===== config.mk =====
export PLATFORM = sky130hd
export DESIGN_NAME = svi_array_reader
export DESIGN_NICKNAME = d
export VERILOG_FILES = /design/src/rtl/svi_array_reader.sv
export SDC_FILE = /design/constraint.sdc
export NUM_CORES = 1
export LEC_CHECK = 0
export CAP_MARGIN = 20
export CORE_MARGIN = 4
export CORE_UTILIZATION = 35
export DETAILED_ROUTE_END_ITERATION = 10
export PLACE_DENSITY = 0.86
export SLEW_MARGIN = 20
export SYNTH_ARGS = -nofsm -noshare
export SYNTH_HDL_FRONTEND = slang
export SYNTH_SLANG_ARGS = --single-unit

===== constraint.sdc =====
create_clock -name clk -period 1.89 [get_ports clk]
set_clock_uncertainty 0.05 [all_clocks]
set_input_delay 0.189 -clock clk [delete_from_list [all_inputs] [get_ports clk]]
set_output_delay 0.189 -clock clk [all_outputs]
set_load 0.01 [all_outputs]

===== src/rtl/svi_array_reader.sv =====
// svi_array_reader: scans an array of x/y/z lane bundles one lane at a time,
// registers each bundle, flags x/y mismatches against fixed expected values and
// presents the bundle on a valid/ready stream. Mismatching lanes are counted per
// scan with a saturating counter.
module svi_array_reader #(
    parameter int unsigned   N_INST = 4,
    parameter int unsigned   W      = 8,
    parameter logic [W-1:0]  EXP_X  = W'('h00),
    parameter logic [W-1:0]  EXP_Y  = W'('hFF),
    parameter int unsigned   CNT_W  = 8,
    localparam int unsigned  IDX_W  = (N_INST > 1) ? $clog2(N_INST) : 1
) (
    input  logic                clk,
    input  logic                rst_n,
    input  logic                start,
    input  logic [N_INST*W-1:0] lane_x,
    input  logic [N_INST*W-1:0] lane_y,
    input  logic [N_INST*W-1:0] lane_z,
    output logic                out_valid,
    input  logic                out_ready,
    output logic [IDX_W-1:0]    out_idx,
    output logic [W-1:0]        out_x,
    output logic [W-1:0]        out_y,
    output logic [W-1:0]        out_z,
    output logic                out_err,
    output logic                busy,
    output logic                done,
    output logic [CNT_W-1:0]    err_count
);

    localparam logic [IDX_W-1:0] LAST_IDX = IDX_W'(N_INST - 1);

    typedef enum logic [1:0] {
        StIdle,
        StCapture,
        StPresent,
        StFin
    } state_e;

    state_e             state_q, state_d;
    logic [IDX_W-1:0]   idx_q, idx_d;
    logic               out_valid_q, out_valid_d;
    logic [IDX_W-1:0]   out_idx_q, out_idx_d;
    logic [W-1:0]       out_x_q, out_x_d;
    logic [W-1:0]       out_y_q, out_y_d;
    logic [W-1:0]       out_z_q, out_z_d;
    logic               out_err_q, out_err_d;
    logic               busy_q, busy_d;
    logic               done_q, done_d;
    logic [CNT_W-1:0]   err_count_q, err_count_d;

    logic [W-1:0]       sel_x, sel_y, sel_z;

    // Lane currently addressed by the scan pointer.
    always_comb begin
        sel_x = lane_x[32'(idx_q) * W +: W];
        sel_y = lane_y[32'(idx_q) * W +: W];
        sel_z = lane_z[32'(idx_q) * W +: W];
    end

    // Next-state and registered-output logic for the scan FSM.
    always_comb begin
        state_d     = state_q;
        idx_d       = idx_q;
        out_valid_d = out_valid_q;
        out_idx_d   = out_idx_q;
        out_x_d     = out_x_q;
        out_y_d     = out_y_q;
        out_z_d     = out_z_q;
        out_err_d   = out_err_q;
        err_count_d = err_count_q;
        done_d      = 1'b0;

        unique case (state_q)
            StIdle: begin
                if (start) begin
                    state_d     = StCapture;
                    idx_d       = '0;
                    err_count_d = '0;
                end
            end
            StCapture: begin
                out_x_d     = sel_x;
                out_y_d     = sel_y;
                out_z_d     = sel_z;
                out_idx_d   = idx_q;
                out_err_d   = (sel_x != EXP_X) || (sel_y != EXP_Y);
                out_valid_d = 1'b1;
                state_d     = StPresent;
            end
            StPresent: begin
                // Bundle is frozen until the consumer takes it.
                if (out_valid_q && out_ready) begin
                    out_valid_d = 1'b0;
                    if (out_err_q && (err_count_q != {CNT_W{1'b1}})) begin
                        err_count_d = err_count_q + CNT_W'(1);
                    end
                    if (idx_q == LAST_IDX) begin
                        state_d = StFin;
                    end else begin
                        idx_d   = idx_q + IDX_W'(1);
                        state_d = StCapture;
                    end
                end
            end
            StFin: begin
                done_d  = 1'b1;
                state_d = StIdle;
            end
            default: begin
                state_d = StIdle;
            end
        endcase

        busy_d = (state_d != StIdle);
    end

    // State and output registers; reset aborts any scan in progress.
    always_ff @(posedge clk or negedge rst_n) begin
        if (!rst_n) begin
            state_q     <= StIdle;
            idx_q       <= '0;
            out_valid_q <= 1'b0;
            out_idx_q   <= '0;
            out_x_q     <= '0;
            out_y_q     <= '0;
            out_z_q     <= '0;
            out_err_q   <= 1'b0;
            busy_q      <= 1'b0;
            done_q      <= 1'b0;
            err_count_q <= '0;
        end else begin
            state_q     <= state_d;
            idx_q       <= idx_d;
            out_valid_q <= out_valid_d;
            out_idx_q   <= out_idx_d;
            out_x_q     <= out_x_d;
            out_y_q     <= out_y_d;
            out_z_q     <= out_z_d;
            out_err_q   <= out_err_d;
            busy_q      <= busy_d;
            done_q      <= done_d;
            err_count_q <= err_count_d;
        end
    end

    assign out_valid = out_valid_q;
    assign out_idx   = out_idx_q;
    assign out_x     = out_x_q;
    assign out_y     = out_y_q;
    assign out_z     = out_z_q;
    assign out_err   = out_err_q;
    assign busy      = busy_q;
    assign done      = done_q;
    assign err_count = err_count_q;

    // Scan pointer stays inside the lane array.
    a_idx_bound : assert property (@(posedge clk) disable iff (!rst_n)
        idx_q <= LAST_IDX);

    // A stalled bundle must not change.
    a_hold : assert property (@(posedge clk) disable iff (!rst_n)
        (out_valid && !out_ready) |=> (out_valid &&
            $stable({out_idx, out_x, out_y, out_z, out_err})));

    // done is a single-cycle pulse.
    a_done_pulse : assert property (@(posedge clk) disable iff (!rst_n)
        done |=> !done);

endmodule

==> results of run 1 <==
per-layer routing:
metal	up-vias	global-route usage	share of wire
met4	0	0.06156	0.025
met2	75	0.3513	0.55
met5	-	0	0
met1	1161	0.2170	0.38
li1	1112	-	-
met3	14	0.04143	0.045
state kept, by name, summed over array words and instances, names as in the netlist, 2 cells and up:
name and flops:
out_x 8, idx_q 2, out_idx 2, out_z 8, err_count 8, state_q 2, out_y 8
critical path: cells and delay by family (launching register included):
family / cells / cell delay (ns)
flops: 1 / 0.40
simple gates: 1 / 0.34
mux: 1 / 0.54
compound gates: 2 / 0.48
buf+inv: 1 / 0.12
worst paths after layout:
check / to / slack [ns]
worst max-delay path: out_err$_DFFE_PN0P_ / -0.15
worst min-delay path: out_x[1]$_DFFE_PN0P_ / 0.35
worst max register to register: out_err$_DFFE_PN0P_ / -0.15
worst min register to register: out_idx[0]$_DFFE_PN0P_ / 0.43
max in group asynchronous: idx_q[1]$_DFFE_PN0P_ / 1.22
min in group clk: out_idx[0]$_DFFE_PN0P_ / 0.43
cells in the mapped netlist:
master and instances:
nand2_1 85, dfrtp_1 42, mux4_2 17, a21oi_1 7, a31oi_1 6, clkbuf_1 6
mux4_1 6, nand3_1 5, and3_1 4, buf_2 4, inv_1 4, nand2b_1 4
nor2b_1 3, a21o_1 2, a41oi_1 2, ha_1 2, mux2i_1 2, nor2_1 2
o21ai_0 2, o21ai_1 2, a2111oi_4 1, a211oi_1 1, a22o_1 1, a32o_1 1
and2_1 1, and2b_4 1, and4b_1 1, buf_1 1, buf_6 1, clkbuf_4 1
mux2_1 1, nand4b_1 1, nor3_1 1, nor4b_2 1, o2111ai_1 1, o311a_1 1
o31ai_1 1, o32a_1 1
layout make-up:
type,instances,area (sq um),area share
Clock buffer,6,72.57,0.01760
Clock inverter,2,37.54,0.009102
Inverter,4,15.01,0.003641
Multi-Input combinational cell,166,1305,0.3164
Sequential cell,42,1054,0.2555
Tap cell,80,100.1,0.02427
Timing Repair Buffer,156,1540,0.3735
cells by family (layout without fill, tap and decap cells):
logic type	count (synthesis)	after routing	share of synthesized area
mux	26	26	0.2364
fa+ha+maj	2	2	0.01034
simple gates	109	109	0.1966
flops	42	42	0.4346
buf+inv	17	168	0.03311
compound gates	29	29	0.08899
power by group through the flow:
stage          logic [mW]  clock network (mW)  registers [mW]
3_5_place_dp         2.60                   0            1.53
4_1_cts              2.74               0.726            1.49
3_3_place_gp         2.53                   0            1.52
5_1_grt              2.95               0.761            1.54
6_report             2.71               0.707            1.49
2_1_floorplan        1.25                   0            1.62
per-stage QoR:
stage	util	hold slack [ns]	setup slack, ns	cell area (sq um)	instances
3_5_place_dp	0.5833	0.1350	-0.2385	3941	443
3_3_place_gp	0.5833	0.1292	-0.1485	3941	443
4_1_cts	0.6096	0.3553	-0.1208	4119	456
6_report	0.6104	0.3474	-0.1519	4124	456
2_1_floorplan	-	-0.1566	0.001281	2419	225
5_1_grt	0.6104	0.3911	-0.1974	4124	456
what timing repair did:
item / 4_1_cts / 5_1_grt
hold buffers: 1 / 0
buffers inserted: 4 / 0
endpoints found under the setup margin: 1 / 2
resized for setup: 3 / 2
pin swaps: 2 / 0
endpoints found under the hold margin: 42 / 0
cells in the final DEF (no fill, tap or decap), types with 4 or more instances in the layout:
cell type          n
a21oi_1            7
a31oi_1            6
and3_1             4
buf_4             15
clkbuf_8           5
clkdlybuf4s50_1  136
dfrtp_1           40
inv_1              4
mux4_1             6
mux4_2            17
nand2_1           85
nand2b_1           4
nand3_1            5
==> impl_summary.log, run 1 <==
[metrics] number of cell instances on the worst register-to-register path: 5
[metrics] routed wire length per instance: between 15 and 20 um
[metrics] Switching Power: between 1.5 and 2 mW
[metrics] warning count from the yosys run: 0
[metrics] Post-Synthesis Cell Area: approximately 2400 sq um
[metrics] leakage power of the design: 1.756 nW
[metrics] pin count of the biggest net entering global routing: between 40 and 50
[metrics] largest vdd supply drop: a little under 0.6 mV
[metrics] count of final hold-check violations: 0
[metrics] sequential group share of total power: 0.304
[metrics] number of distinct library cells after synthesis: 38
[metrics] Overall Power: approximately 4.9 mW
[metrics] worst slew pin tran: ~0.53 ns
[metrics] share of the yosys chip area belonging to registers: 0.4346
[metrics] internal power of the cells: 3.153 mW
[metrics] violation count after the first detailed-routing iteration: 53
[metrics] CTS Root Cell: clkbuf_8
[metrics] cell taking the most area after synthesis: dfrtp_1
[metrics] I/O pins: 138
[metrics] via count of the routed design: ~2400
[metrics] gp weighted congestion: around 0.84
[metrics] final global-route overflow total: 0
[metrics] number of antenna violations at the first check in global routing: 0
[metrics] arrival time of data at the critical path endpoint: roughly 2.2 ns
[metrics] area growth from synthesis to layout: 70.51%
[metrics] Critical-path top delay cell: mux4_2
[metrics] P per Cell Area: approximately 1200 nW/um^2
[metrics] Fin Setup TNS: -0.1519 ns
[metrics] area share of the largest cell type after synthesis: 0.4346
[metrics] minimum setup slack in the final design: -0.1519 ns
[metrics] max-slew violations: 0
[metrics] worst endpoint required time: 2.02 ns
[metrics] placeable core area: around 6800 sq um
[metrics] # diodes: 0
[metrics] starting density of the core: 0.3580
[metrics] synthesized net count: about 330
[metrics] combined global-route utilization of all metal layers: 0.1904
[metrics] Gate Count Post-Synth: 225
[metrics] number of nets in the final layout: between 400 and 500
[metrics] number of fill cells: about 540
[metrics] Die Y-Extent: 91.13 um
[metrics] clock tree from TritonCTS: yes
[metrics] clock-pin slew on the worst setup and hold paths: ~0.080 ns
[metrics] sink count of the clock tree: 42
[metrics] worst-skew pair later-pin latency: between 0.2 and 0.3 ns
[metrics] minimum clock period after layout: between 2 and 2.5 ns
[metrics] worst-path maximum fanout: 4
[metrics] final critical-path share of the clock period: 1.080
[metrics] result of the run: complete, but fails checks
[metrics] remaining antenna violation count after routing: 0
[metrics] critical path startpoint: idx_q[0]$_DFFE_PN0P_
[metrics] CP Capture Type: flop
[metrics] total of endpoints with negative setup slack in the final report: 1
[metrics] cell-by-cell listing of the critical path: buf_12, mux4_2, nor4b_4, o2111ai_2, o32a_1
[metrics] #FFs+latches synth: between 40 and 50
[metrics] Worst slew margin: 0.6491
[metrics] post-detailed-routing wire length: ~8000 um
[metrics] CTS Buf Count: 5
[metrics] Total Die Area: between 8000 and 9000 sq um
[metrics] Placement Rows: 30
[metrics] first-pass detailed-route iteration total: 6
[metrics] FMAX: about 490 MHz
[metrics] DRC violation count after routing: 0
[metrics] fraction of power consumed by combinational cells: 0.552
[metrics] cell types occupying the most area after synthesis: dfrtp_1, mux4_2, nand2_1, mux4_1, a31oi_1
[metrics] setup repair after global routing missed its margin: true
[metrics] share of final-layout standard cells stronger than drive strength 1: 0.1330
[metrics] switching portion of total power: 0.3572
[metrics] MaxCap Viol Count: 0
[metrics] horizontal die dimension: between 90 and 100 um
[metrics] average cell area after synthesis: 10.75 sq um
[metrics] buffer depth of the longest clock path: 2
[metrics] via count of the first global-routing pass: between 2000 and 2500
[metrics] class of the tightest hold or removal check: in2async
[metrics] number of input and output port buffers inserted: 137
[metrics] first-pass GRT wire length: about 13000 um
[metrics] worst reg2reg startpoint: idx_q[0]$_DFFE_PN0P_
[metrics] critical path launch point type: flop
[metrics] violations in the final reports: negative setup slack
[metrics] kind of critical path: reg2reg
[metrics] delay of the slowest critical-path stage: approximately 0.54 ns
[metrics] deepest level of the CTS H-tree: 2
[metrics] DP HPWL: roughly 6000 um
[metrics] proportion of power drawn by the clock network: 0.144
[metrics] via-per-instance ratio: between 5 and 6
No activity file was read; power rests on OpenSTA's default activity.
==> run 2: changes to the inputs <==
Settings changed: ABC_CLOCK_PERIOD_IN_PS set to 1890.
==> results of run 2 <==
Final layout, timing and power as in run 1 (identical DEF).
==> run 3: changes to the inputs <==
Settings changed: ABC_CLOCK_PERIOD_IN_PS 1890 to 1700.
Clock period 1.89 ns to 1.7 ns, I/O delays scaled along.
==> run 3 against run 2 <==
Effect of this change:
- global-route usage rose by 0.74 points
- wire length rose by 2.2%
- final area rose by 2.5%
- setup slack got worse by 0.15 ns
- via count rose by 0.80%
- the run still ends with negative setup slack left
- largest cell class unchanged
- count of clock-buffer cells in the layout fell by 1
- sequential power rose by 10%
- power rose by 12%
==> impl_summary.log, run 3 (synthesis results as in run 1) <==
[metrics] result of the run: complete, but fails checks
[metrics] violations in the final reports: negative setup slack
[metrics] final critical-path share of the clock period: 1.176
[metrics] top cell family by delay on the critical path: multiplexers
[metrics] FMAX: around 500 MHz
[metrics] Fin Setup TNS: -0.2992 ns
[metrics] minimum setup slack in the final design: -0.2992 ns
[metrics] most frequent cells in the layout: clkdlybuf4s50_1, nand2_1, dfrtp_1
[metrics] routed wire length per instance: around 17 um
[metrics] Worst R2R Setup Slack: -0.30 ns
[metrics] pin count of the biggest net entering global routing: 28
[metrics] count of final hold-check violations: 0
[metrics] cell-by-cell listing of the critical path: buf_12, mux4_2, nor4b_4, o2111ai_2, o32a_1
[metrics] worst reg2reg startpoint: idx_q[0]$_DFFE_PN0P_
[metrics] leakage power of the design: roughly 1.8 nW
[metrics] clock tree from TritonCTS: yes
[metrics] share of final-layout standard cells stronger than drive strength 1: 0.1736
[metrics] via count of the first global-routing pass: roughly 2700
[metrics] delay of the slowest critical-path stage: 0.54 ns
[metrics] Overall Power: 5.499 mW
[metrics] max-slew violations: 0
[metrics] DRC violation count after routing: 0
[metrics] via count of the routed design: about 2400
[metrics] horizontal die dimension: ~90 um
[metrics] worst endpoint required time: roughly 1.8 ns
[metrics] via-per-instance ratio: 5.109
[metrics] total of endpoints with negative setup slack in the final report: 1
[metrics] most common library cell in the layout ignoring fill and taps: clkdlybuf4s50_1
[metrics] final global-route overflow total: 0
[metrics] DP HPWL: between 6000 and 7000 um
[metrics] Finished Core Util: 0.6256
[metrics] number of nets in the final layout: between 400 and 500
[metrics] combined global-route utilization of all metal layers: 0.1978
[metrics] number of input and output port buffers inserted: ~140
[metrics] P per Cell Area: between 1000 and 1500 nW/um^2
[metrics] setup repair after global routing missed its margin: true
[metrics] post-detailed-routing wire length: roughly 8000 um
[metrics] critical path launch point type: flop
[metrics] clock-pin slew on the worst setup and hold paths: 0.09 ns
[metrics] worst-skew pair later-pin latency: roughly 0.30 ns
[metrics] first-pass detailed-route iteration total: 4
[metrics] CTS Buf Count: 5
[metrics] placement-stage worst setup slack: -0.3716 ns
[metrics] Placement Rows: 30
[metrics] MaxCap Viol Count: 0
[metrics] sink count of the clock tree: 42
[metrics] worst-path maximum fanout: 5
[metrics] starting density of the core: 0.3580
[metrics] violation count after the first detailed-routing iteration: 56
[metrics] minimum clock period after layout: ~2 ns
[metrics] Post-Layout Cell Count: roughly 470
[metrics] arrival time of data at the critical path endpoint: 2.13 ns
[metrics] number of cell instances on the worst register-to-register path: 5
[metrics] Critical-path top delay cell: mux4_2
[metrics] area growth from synthesis to layout: 74.75%
[metrics] Worst slew margin: 0.6872
[metrics] I/O pins: approximately 140
[metrics] worst flop-to-flop path endpoint: out_err$_DFFE_PN0P_
[metrics] Die Y-Extent: 91.13 um
[metrics] remaining antenna violation count after routing: 0
[metrics] cell count after placement: about 450
[metrics] area after detailed placement: ~4000 sq um
[metrics] buffer depth of the longest clock path: 2
[metrics] CTS Root Cell: clkbuf_8
[metrics] kind of critical path: reg2reg
[metrics] gp weighted congestion: 0.8209
[metrics] # diodes: 0
[metrics] worst path bufs/invs: 1
[metrics] placeable core area: about 6800 sq um
[metrics] worst-case hold slack: about 0.32 ns
[metrics] deepest level of the CTS H-tree: 2
[metrics] number of antenna violations at the first check in global routing: 0
[metrics] first-pass GRT wire length: around 13000 um
[metrics] CP Capture Type: flop
[metrics] largest vdd supply drop: 0.4831 mV
[metrics] worst slew pin tran: 0.4692 ns
[metrics] final design instance area without fill: approximately 4200 sq um
[metrics] Total Die Area: a little over 8000 sq um
[metrics] class of the tightest hold or removal check: in2async
-- run 3: area by class of cell --
class	count	area, sq um
Clock buffer	5	68.82
Multi-Input combinational cell	166	1344
Timing Repair Buffer	166	1624
Tap cell	80	100.1
Sequential cell	42	1054
Inverter	4	15.01
Clock inverter	3	21.27
Fill cell	549	2530
-- run 3: worst max-delay path by stage --
| stage | from | to | slack [ns] | cells after the start |
|---|---|---|---|---|
| final | idx_q[0]$_DFFE_PN0P_ | out_err$_DFFE_PN0P_ | -0.30 | 5 |
| after global routing | idx_q[0]$_DFFE_PN0P_ | out_err$_DFFE_PN0P_ | -0.35 | 5 |
| after CTS | idx_q[0]$_DFFE_PN0P_ | out_err$_DFFE_PN0P_ | -0.27 | 5 |
| after detailed placement | idx_q[0]$_DFFE_PN0P_ | out_err$_DFFE_PN0P_ | -0.37 | 4 |
| after global placement | idx_q[0]$_DFFE_PN0P_ | out_err$_DFFE_PN0P_ | -0.32 | 4 |
| after floorplan | idx_q[0]$_DFFE_PN0P_ | out_err$_DFFE_PN0P_ | -0.19 | 5 |
-- run 3: worst register-to-register path, delay by kind of cell (launching register included) --
family                 cells  cell delay [ns]
AND/OR/NAND/NOR            1             0.35
buffers and inverters      1             0.12
multiplexers               1             0.54
flip-flops                 1             0.38
AO/OA/AOI/OAI              2             0.47
-- run 3: timing repair --
action / CTS / global route
setup buffers: 4 / 1
endpoints found under the hold margin: 19 / 0
hold buffers: 1 / 0
endpoints found under the setup margin: 5 / 11
pin swaps: 2 / 1
gates resized for setup: 6 / 8
-- run 3: routing by layer --
layer  part of all wire  track usage
met3              0.054      0.04888
met2               0.55       0.3697
met5                  0            0
met1               0.37       0.2154
met4              0.025      0.06910
-- run 3: power by group --
| part | leakage (nW) | internal [mW] | total, mW | switching [mW] |
|---|---|---|---|---|
| registers | 0.527 | 1.40 | 1.64 | 0.238 |
| clock network | 0.0441 | 0.289 | 0.652 | 0.363 |
| logic | 1.23 | 1.78 | 3.21 | 1.43 |
